--- src/rtl/axi4_lite_pkg.sv ---
// Shared AXI4-Lite definitions used by both the read slave and the read master.
// Contents: response code enum and a helper that flags error responses.
package axi4_lite_pkg;

    typedef enum logic [1:0] {
        RESP_OKAY   = 2'b00,
        RESP_EXOKAY = 2'b01,
        RESP_SLVERR = 2'b10,
        RESP_DECERR = 2'b11
    } axi_resp_e;

    function automatic logic resp_is_error(input axi_resp_e resp);
        return (resp == RESP_SLVERR) || (resp == RESP_DECERR);
    endfunction

endpackage

--- src/rtl/axi4_lite_read_slave_if.sv ---
// AXI4-Lite read channels (AR + R) bundled as one interface.
// Signals: araddr/arvalid/arready (address channel),
//          rdata/rresp/rvalid/rready (data channel).
// Modports: master drives AR and RREADY; slave drives ARREADY and the R payload.
interface axi4_lite_read_slave_if #(
    parameter int ADDR_WIDTH = 32,
    parameter int DATA_WIDTH = 32
);
    logic [ADDR_WIDTH-1:0] araddr;
    logic                  arvalid;
    logic                  arready;
    logic [DATA_WIDTH-1:0] rdata;
    logic [1:0]            rresp;
    logic                  rvalid;
    logic                  rready;

    modport master (
        output araddr, arvalid, rready,
        input  arready, rdata, rresp, rvalid
    );

    modport slave (
        input  araddr, arvalid, rready,
        output arready, rdata, rresp, rvalid
    );
endinterface

--- src/rtl/axi4_lite_addr_decode.sv ---
// Combinational address check for the read slave.
// Ports:
//   addr     in   byte address to classify
//   resp     out  OKAY, SLVERR (misaligned) or DECERR (outside the memory window)
//   word_idx out  word index of addr relative to MEM_BASE
module axi4_lite_addr_decode
    import axi4_lite_pkg::*;
#(
    parameter int                    ADDR_WIDTH = 32,
    parameter logic [ADDR_WIDTH-1:0] MEM_BASE   = 32'h0000_0000,
    parameter int                    MEM_WORDS  = 1024
) (
    input  logic [ADDR_WIDTH-1:0]        addr,
    output axi_resp_e                    resp,
    output logic [$clog2(MEM_WORDS)-1:0] word_idx
);
    localparam int IDX_W = $clog2(MEM_WORDS);
    localparam logic [ADDR_WIDTH:0] WINDOW_BYTES = (ADDR_WIDTH+1)'(4 * MEM_WORDS);

    // One extra bit so neither the window end nor an address below the base
    // can wrap: addr < MEM_BASE leaves the offset at 2^ADDR_WIDTH or above,
    // which always exceeds the window size, so a single compare covers both ends.
    logic [ADDR_WIDTH:0] offset_ext;

    assign offset_ext = {1'b0, addr} - {1'b0, MEM_BASE};

    always_comb begin
        resp = RESP_OKAY;
        if (offset_ext >= WINDOW_BYTES) begin
            resp = RESP_DECERR;
        end else if (addr[1:0] != 2'b00) begin
            resp = RESP_SLVERR;
        end
    end

    assign word_idx = addr[IDX_W+1:2] - MEM_BASE[IDX_W+1:2];

endmodule

--- src/rtl/axi4_lite_read_slave.sv ---
// AXI4-Lite read-only slave in front of a synchronous one-cycle-latency memory.
// Ports:
//   clk, rst      clock; asynchronous active-high reset
//   bus           AXI4-Lite read channels (slave modport)
//   mem_rd_en     one-cycle read strobe to the memory
//   mem_rd_addr   memory word index, valid while mem_rd_en is high
//   mem_rd_data   memory read data, valid the cycle after mem_rd_en
//   rd_err_count  saturating count of SLVERR/DECERR responses delivered
//
// state      | meaning
// ST_IDLE    | ARREADY high, waiting for an address
// ST_MEM_REQ | issue the single memory read strobe
// ST_MEM_CAP | capture memory data into the RDATA register
// ST_RESP    | RVALID high, hold response until RREADY
module axi4_lite_read_slave
    import axi4_lite_pkg::*;
#(
    parameter int                    ADDR_WIDTH = 32,
    parameter int                    DATA_WIDTH = 32,
    parameter logic [ADDR_WIDTH-1:0] MEM_BASE   = 32'h0000_0000,
    parameter int                    MEM_WORDS  = 1024
) (
    input  logic                         clk,
    input  logic                         rst,
    axi4_lite_read_slave_if.slave        bus,
    output logic                         mem_rd_en,
    output logic [$clog2(MEM_WORDS)-1:0] mem_rd_addr,
    input  logic [DATA_WIDTH-1:0]        mem_rd_data,
    output logic [7:0]                   rd_err_count
);
    localparam int IDX_W = $clog2(MEM_WORDS);

    typedef enum logic [1:0] {
        ST_IDLE,
        ST_MEM_REQ,
        ST_MEM_CAP,
        ST_RESP
    } state_e;

    state_e                state;
    state_e                state_next;
    logic [ADDR_WIDTH-1:0] addr_q;
    logic [ADDR_WIDTH-1:0] dec_addr;
    axi_resp_e             dec_resp;
    logic [IDX_W-1:0]      dec_idx;
    logic [DATA_WIDTH-1:0] rdata_q;
    axi_resp_e             rresp_q;
    logic                  arready;
    logic                  rvalid;
    logic                  ar_hs;
    logic                  r_hs;

    // Gated by rst so ARREADY stays low while reset is held and rises as
    // soon as it is released.
    assign arready = (state == ST_IDLE) && !rst;
    assign rvalid  = (state == ST_RESP);
    assign ar_hs   = bus.arvalid && arready;
    assign r_hs    = rvalid && bus.rready;

    assign bus.arready = arready;
    assign bus.rvalid  = rvalid;
    assign bus.rdata   = rdata_q;
    assign bus.rresp   = rresp_q;

    // A single decoder serves both jobs: in IDLE it classifies the live
    // address for the handshake, afterwards it produces the word index of
    // the latched address.
    assign dec_addr = (state == ST_IDLE) ? bus.araddr : addr_q;

    axi4_lite_addr_decode #(
        .ADDR_WIDTH (ADDR_WIDTH),
        .MEM_BASE   (MEM_BASE),
        .MEM_WORDS  (MEM_WORDS)
    ) u_addr_decode (
        .addr     (dec_addr),
        .resp     (dec_resp),
        .word_idx (dec_idx)
    );

    always_ff @(posedge clk or posedge rst) begin
        if (rst) begin
            state <= ST_IDLE;
        end else begin
            state <= state_next;
        end
    end

    always_comb begin
        state_next = state;
        case (state)
            ST_IDLE: begin
                if (ar_hs) begin
                    state_next = (dec_resp == RESP_OKAY) ? ST_MEM_REQ : ST_RESP;
                end
            end
            ST_MEM_REQ: state_next = ST_MEM_CAP;
            ST_MEM_CAP: state_next = ST_RESP;
            ST_RESP: begin
                if (r_hs) begin
                    state_next = ST_IDLE;
                end
            end
            default: state_next = ST_IDLE;
        endcase
    end

    assign mem_rd_en   = (state == ST_MEM_REQ);
    assign mem_rd_addr = mem_rd_en ? dec_idx : '0;

    always_ff @(posedge clk or posedge rst) begin
        if (rst) begin
            addr_q       <= '0;
            rdata_q      <= '0;
            rresp_q      <= RESP_OKAY;
            rd_err_count <= 8'h00;
        end else begin
            if (ar_hs) begin
                addr_q <= bus.araddr;
                if (dec_resp != RESP_OKAY) begin
                    rdata_q <= '0;
                    rresp_q <= dec_resp;
                end
            end
            if (state == ST_MEM_CAP) begin
                rdata_q <= mem_rd_data;
                rresp_q <= RESP_OKAY;
            end
            if (r_hs && resp_is_error(rresp_q) && (rd_err_count != 8'hFF)) begin
                rd_err_count <= rd_err_count + 8'd1;
            end
        end
    end

endmodule

--- src/flat_wrapper.sv ---
// flat-port wrapper written by rule: the top's interface ports become plain ports
module axi4_lite_read_slave_flat import axi4_lite_pkg::*;
#(
    parameter int                    ADDR_WIDTH = 32,
    parameter int                    DATA_WIDTH = 32,
    parameter logic [ADDR_WIDTH-1:0] MEM_BASE   = 32'h0000_0000,
    parameter int                    MEM_WORDS  = 1024
)
  (clk, rst, mem_rd_en, mem_rd_addr, mem_rd_data, rd_err_count, bus_araddr, bus_arvalid, bus_rready, bus_arready, bus_rdata, bus_rresp, bus_rvalid);
  axi4_lite_read_slave_if #(.ADDR_WIDTH(ADDR_WIDTH), .DATA_WIDTH(DATA_WIDTH)) bus_i ();
  input  logic clk;
  input  logic rst;
  output logic mem_rd_en;
  output logic [$clog2(MEM_WORDS)-1:0] mem_rd_addr;
  input  logic [DATA_WIDTH-1:0] mem_rd_data;
  output logic [7:0] rd_err_count;
  input wire logic [$bits(bus_i.araddr)-1:0] bus_araddr;
  input wire logic [$bits(bus_i.arvalid)-1:0] bus_arvalid;
  input wire logic [$bits(bus_i.rready)-1:0] bus_rready;
  output wire logic [$bits(bus_i.arready)-1:0] bus_arready;
  output wire logic [$bits(bus_i.rdata)-1:0] bus_rdata;
  output wire logic [$bits(bus_i.rresp)-1:0] bus_rresp;
  output wire logic [$bits(bus_i.rvalid)-1:0] bus_rvalid;
  assign bus_i.araddr = bus_araddr;
  assign bus_i.arvalid = bus_arvalid;
  assign bus_i.rready = bus_rready;
  assign bus_arready = bus_i.arready;
  assign bus_rdata = bus_i.rdata;
  assign bus_rresp = bus_i.rresp;
  assign bus_rvalid = bus_i.rvalid;
  axi4_lite_read_slave #(.ADDR_WIDTH(ADDR_WIDTH), .DATA_WIDTH(DATA_WIDTH), .MEM_BASE(MEM_BASE), .MEM_WORDS(MEM_WORDS)) u_core (.clk(clk), .rst(rst), .bus(bus_i), .mem_rd_en(mem_rd_en), .mem_rd_addr(mem_rd_addr), .mem_rd_data(mem_rd_data), .rd_err_count(rd_err_count));
endmodule
--- config.mk ---
export PLATFORM = sky130hd
export DESIGN_NAME = axi4_lite_read_slave_flat
export DESIGN_NICKNAME = d
export VERILOG_FILES = /design/src/rtl/axi4_lite_pkg.sv /design/src/rtl/axi4_lite_read_slave_if.sv /design/src/rtl/axi4_lite_addr_decode.sv /design/src/rtl/axi4_lite_read_slave.sv /design/src/flat_wrapper.sv
export SDC_FILE = /design/constraint.sdc
export NUM_CORES = 1
export LEC_CHECK = 0
export CAP_MARGIN = 30
export CORE_MARGIN = 8
export CORE_UTILIZATION = 42
export CTS_CLUSTER_DIAMETER = 100
export DETAILED_ROUTE_END_ITERATION = 7
export HOLD_SLACK_MARGIN = 0.12
export PLACE_DENSITY = 0.8
export SETUP_SLACK_MARGIN = 0.1
export SLEW_MARGIN = 10
export SYNTH_ARGS = -nofsm -noshare
export SYNTH_HDL_FRONTEND = slang
export SYNTH_SLANG_ARGS = --single-unit
--- constraint.sdc ---
create_clock -name clk -period 2.1 [get_ports clk]
set_clock_uncertainty 0.05 [all_clocks]
set_input_delay 0.315 -clock clk [delete_from_list [all_inputs] [get_ports clk]]
set_output_delay 0.315 -clock clk [all_outputs]
set_load 0.01 [all_outputs]
======== After elaboration in Yosys (flattened, before gate mapping) ========
Cells that the tools add are included.
cells by class
  $add $sub $neg .......................... 1
  multiply operators ...................... 0
  divide/modulo/power cells ............... 0
  order comparisons ....................... 1
  equality and inequality tests ........... 8
  shift operators ......................... 0
  mux-type cells .......................... 14
  bitwise logic cells ..................... 0
  reductions and logical operators ........ 15
operator list
  cell                                                                 count
  two-way mux 32 bit                                                   4
  greater-or-equal comparator 32 x 13 -> 1 bit, second input constant  1
  two-way mux 2 bit                                                    8
  two-way mux 10 bit                                                   1
  adder 8 x 1 -> 8 bit, second input constant                          1
  == test 2 bit, second input constant                                 4
  != test 8 bit, second input constant                                 1
  case mux 2 bit (4 select lines)                                      1
  nonzero test 2 bit                                                   4
  logical AND 1 bit                                                    5
  zero test 2 bit                                                      2
  AND reduction 2 bit                                                  2
  == test 2 x 1 -> 1 bit, second input constant                        1
  != test 2 x 1 -> 1 bit, second input constant                        1
  != test 2 bit, second input constant                                 1
  zero test 1 bit                                                      1
  logical OR 1 bit                                                     1
storage, ports and cells
  register bits after elaboration ......... 76
  bits in latches ......................... 0
  bits in writable memories ............... 0
  bits in read-only memories .............. 0
  input bits .............................. 68
  output and inout bits ................... 55
  word-level logic and storage cells ...... 44
  memories ................................ 0

======== Logic depth before layout (Yosys ltp) ========
  word-level depth ........................ 9
  depth in mapped cells ................... 9

======== By module ========
From an unflattened synthesis, not the netlist that was laid out.
second synthesis, totals
  cell total of the unflattened synthesis .. 274
  area total of the unflattened synthesis .. 3,623.5 µm²
modules (own cells, without submodules)
  module                 instances  cells an instance  area an instance (µm²)
  axi4_lite_read_slave   1          255                3,495.9
  axi4_lite_addr_decode  1          19                 127.6

======== Worst setup path before layout ========
OpenSTA, ideal clock, no wires.
  kind .................................... flip-flop to flip-flop
  start point ............................. register u_core.state[0]
  end point ............................... register u_core.rdata_q[8], in the netlist u_core.bus.rdata[8]
  setup time .............................. 0.124 ns
  arrival time ............................ 1.826 ns
  data required time ...................... 1.926 ns
  path slack .............................. 0.100 ns
  cell stages (with the launch flop) ...... 10
  buffers on the path ..................... 3
  clock period less this slack ............ 2.000 ns
  cell sequence ........................... dfrtp_1 -> inv_1 -> ha_1 -> buf_4 -> nor2b_1 -> nand2_1 -> buf_2 -> clkbuf_1 -> a31oi_1 -> o21ai_2
on the way
  elaborated cells between the ends (all ways) .. 14
  those cells by class .................... order compare (1); eq/ne (1); mux (4); reduce/logical (8)
RTL lines
  element                               RTL line                     source
  start, declared                       axi4_lite_read_slave.sv:40   state_e state;
  start signal, assigned                axi4_lite_read_slave.sv:84   state <= state_next;
  zero test 2 bit                       axi4_lite_read_slave.sv:55   assign arready = (state == ST_IDLE) && !rst;
  logical AND 1 bit                     axi4_lite_read_slave.sv:55
  net bus_arready                       flat_wrapper.sv:20           output wire logic [$bits(bus_i.arready)-1:0] bus_arready;
  logical AND 1 bit                     axi4_lite_read_slave.sv:57   assign ar_hs = bus.arvalid && arready;
  nonzero test 2 bit (no source line)   --
  AND reduction 2 bit (no source line)  --
  end signal, assigned                  axi4_lite_read_slave.sv:125  rdata_q <= mem_rd_data;
  end, declared                         axi4_lite_read_slave.sv:46   logic [DATA_WIDTH-1:0] rdata_q;
The timed path passes the listed nets, and every way through them passes these cells.
A chain may end at the register's enable or synchronous reset.

======== Worst setup path in the final report ========
  start point ............................. register u_core.state[0]
  end point ............................... output port mem_rd_en
on the way
  cells in the longest elaborated chain, start to end .. 1
ends and longest elaborated chain
  element                 RTL line                     source
  == test 2 x 1 -> 1 bit  axi4_lite_read_slave.sv:107  assign mem_rd_en = (state == ST_MEM_REQ);
  end, declared           flat_wrapper.sv:13           output logic mem_rd_en;
No other way between the ends.

==> results.toml <==
[sta]
finalSetupViolations = 0
fmax_mhz = 486
slew-limit-headroom = 0.648
rsz0062_at_grt = "yes"
fin_hold_ws_ns = 0.431
slew_viol_final = 0
worst_slew_pin_slew_ns = 0.528
timing.final.ws_setup_ns = 0.0443
finalHoldViolCount = 0
final.min_clock_period_ns = 2.06
post-route-period-util = 0.979

[pwr]
power_mw = 7.29
vdd_drop_max_v = 0.000636
cellPowerDensity_mw_per_mm2 = 1340
p_leak_nw = 2.35

[finish]
area_growth_pct = 44.8
drive_gt1_frac = 0.242
fin_nets = 545
antenna_cells = 0
n_fill_cell = 718
fin_util = 0.625
regArea_mm2 = 0.00190
multi_input_area_mm2 = 0.00168

[critical_path]
crit_fanout = 11
reg2reg_depth = 9
critPathRequiredTime_ns = 1.74
end_kind = "output port"
crit_arrival_ns = 1.69
start_kind = "flip-flop"
worst-setup-path-type = "reg -> out"

[clock_network]
cts_hold_buf = 0
h-tree-depth = 3
cts-buffers-inserted = 9
clkTransAtPathRegs_ns = 0.08
cts_root_buf = "clkbuf_8"
cts.sinks = 76
max-clock-path-buffers = 2
cts_tree = "done"
insertion_delay_ns = 0.34

[global_route]
grt_antenna_before_repair = 0
grtUsageMet3 = 0.0373
use_met2 = 0.264
grt_pass1_vias = 3244
grt_overflow = 0
use_met1 = 0.193
grt_start_max_net_pins = 77
grt_pass1_wl_um = 16100
track_usage = 0.157
gr-max-usage-layer = "met2"

[floorplan]
io_pins = 123
die_area_mm2 = 0.0123
fp-row-count = 34
die_w_um = 111
die_h_um = 111
initial_core_util = 0.432
design.core.area_mm2 = 0.00872

[run_status]
status = "completed"

[logic_synthesis]
postSynthCellCount = 338
synth_seq_cells = 76
seq_area_frac_synth = 0.505
avgSynthCellArea_um2 = 11.1
synth_flop_cell = "dfrtp_1"
synth_edf_count = 0
ys_types = 37
synth_warnings = 0
async_flop_share = 1.00
syn_area_mm2 = 0.00377
synth_fp_nets = 411

[detailed_routing]
post-route-drc-count = 0
num_vias = 3014
first_iter_violations = 162
drt_first_pass_iters = 4
ant_nets = 0
wl_per_cell_um = 16.6
wirelength_um = 9690
viasPerCell = 5.17

[placement]
gp_congestion = 0.731
dp_slack_ns = -0.113
hpwl_um = 7030
numPortBuffers = 122

[run]
max_cap_viol_count = 0

[hold_path]
hold_path.class = "in -> async"
## where the power goes
group / leakage [nW] / internal, mW / switching (mW)
combinational: 1.30 / 1.93 / 1.58
clock: 0.105 / 0.654 / 0.509
sequential: 0.942 / 2.14 / 0.482
## through the flow
step                setup TNS, ns  cells  instance area, um2
floorplan                       0    338                3770
global placement            -1.08    565                5200
detailed placement          -2.53    565                5200
CTS                             0    583                5420
global route               -0.296    583                5450
finish                          0    583                5450
## worst max-delay path: stages (launching register included)
cell             delay, ns
dfrtp_1               0.37
buf_4                 0.14
ha_2                  0.28
clkdlybuf4s50_1       0.57
## sequential cells by signal, summed over array words and instances, names as in the netlist
register and cells:
u_core.state 2, u_core.bus.rresp 2, u_core.rd_err_count 8, u_core.bus.rdata 32
u_core.addr_q 32
## logic make-up after synthesis
group           after synthesis  share of synthesized area
compound gates               74                      0.144
fa+ha+maj                     5                     0.0166
flops                        76                      0.505
xor+xnor                      7                     0.0163
simple gates                 78                      0.132
buf+inv                      56                     0.0638
mux                          42                      0.122
## metal layers
metal | wire (um) | part of all wire
met1 | 4350 | 0.45
met2 | 4820 | 0.50
met3 | 431 | 0.044
met4 | 89 | 0.0092
met5 | 0 | 0
## Yosys cell counts (all sizes together) (3+ instances only)
master  count  share of area
and2       33          0.055
nand4       4         0.0066
xnor2       4         0.0093
nand2       7         0.0070
dfrtp      76           0.50
o21ai      32          0.063
a31oi      32          0.053
inv        37          0.037
nand3       4         0.0053
buf         8          0.016
clkbuf     10          0.010
nor3        5         0.0066
mux2i      10          0.027
ha          5          0.017
nor2b      12          0.020
xor2        3         0.0070
nor4        7          0.020
mux2       32          0.096
## cells in the final DEF (no fill, tap or decap), types with 4 or more instances in the layout
cell | netlist | final
a31oi_1 | 32 | 32
nand4_1 | 4 | 4
and2_1 | 33 | 33
nand3_1 | 4 | 4
clkbuf_8 | 0 | 9
nor4_1 | 5 | 5
nor2b_1 | 12 | 11
inv_1 | 37 | 34
mux2i_1 | 10 | 10
mux2_2 | 32 | 32
xnor2_1 | 4 | 4
buf_12 | 0 | 5
clkdlybuf4s50_1 | 0 | 110
nor3_1 | 5 | 5
o21ai_2 | 21 | 26
buf_2 | 3 | 10
buf_4 | 1 | 12
nand2_1 | 7 | 6
o21ai_1 | 11 | 6
dfrtp_1 | 76 | 76
## repair_timing
| action | 4_1_cts | 5_1_grt |
|---|---|---|
| endpoints found under the setup margin | 47 | 47 |
| gates cloned | 0 | 0 |
| buffers inserted | 4 | 0 |
| hold endpoints to repair | 0 | 0 |
| pin swaps | 3 | 2 |
| gates resized for setup | 47 | 10 |
## path summary, 6_finish.rpt
check                                  startpoint                      to  slack, ns
min reg2reg                u_core.rd_err_count[6]  u_core.rd_err_count[6]       0.45
max                               u_core.state[0]               mem_rd_en       0.04
min                                           rst       u_core.addr_q[27]       0.43
min in group clk           u_core.rd_err_count[6]  u_core.rd_err_count[6]       0.45
max in group asynchronous                     rst  u_core.rd_err_count[4]       1.25
max reg2reg                       u_core.state[1]    u_core.bus.rdata[12]       0.11
## final cells by class
cell class                 instances  share of cell area
inverter                          38              0.0268
tap                              108              0.0248
clock buffer                       9              0.0227
timing repair buffer             141               0.255
sequential                        76               0.349
multi-input combinational        206               0.308
clock inverter                     5              0.0145
Power figures use the tool's default switching activity.
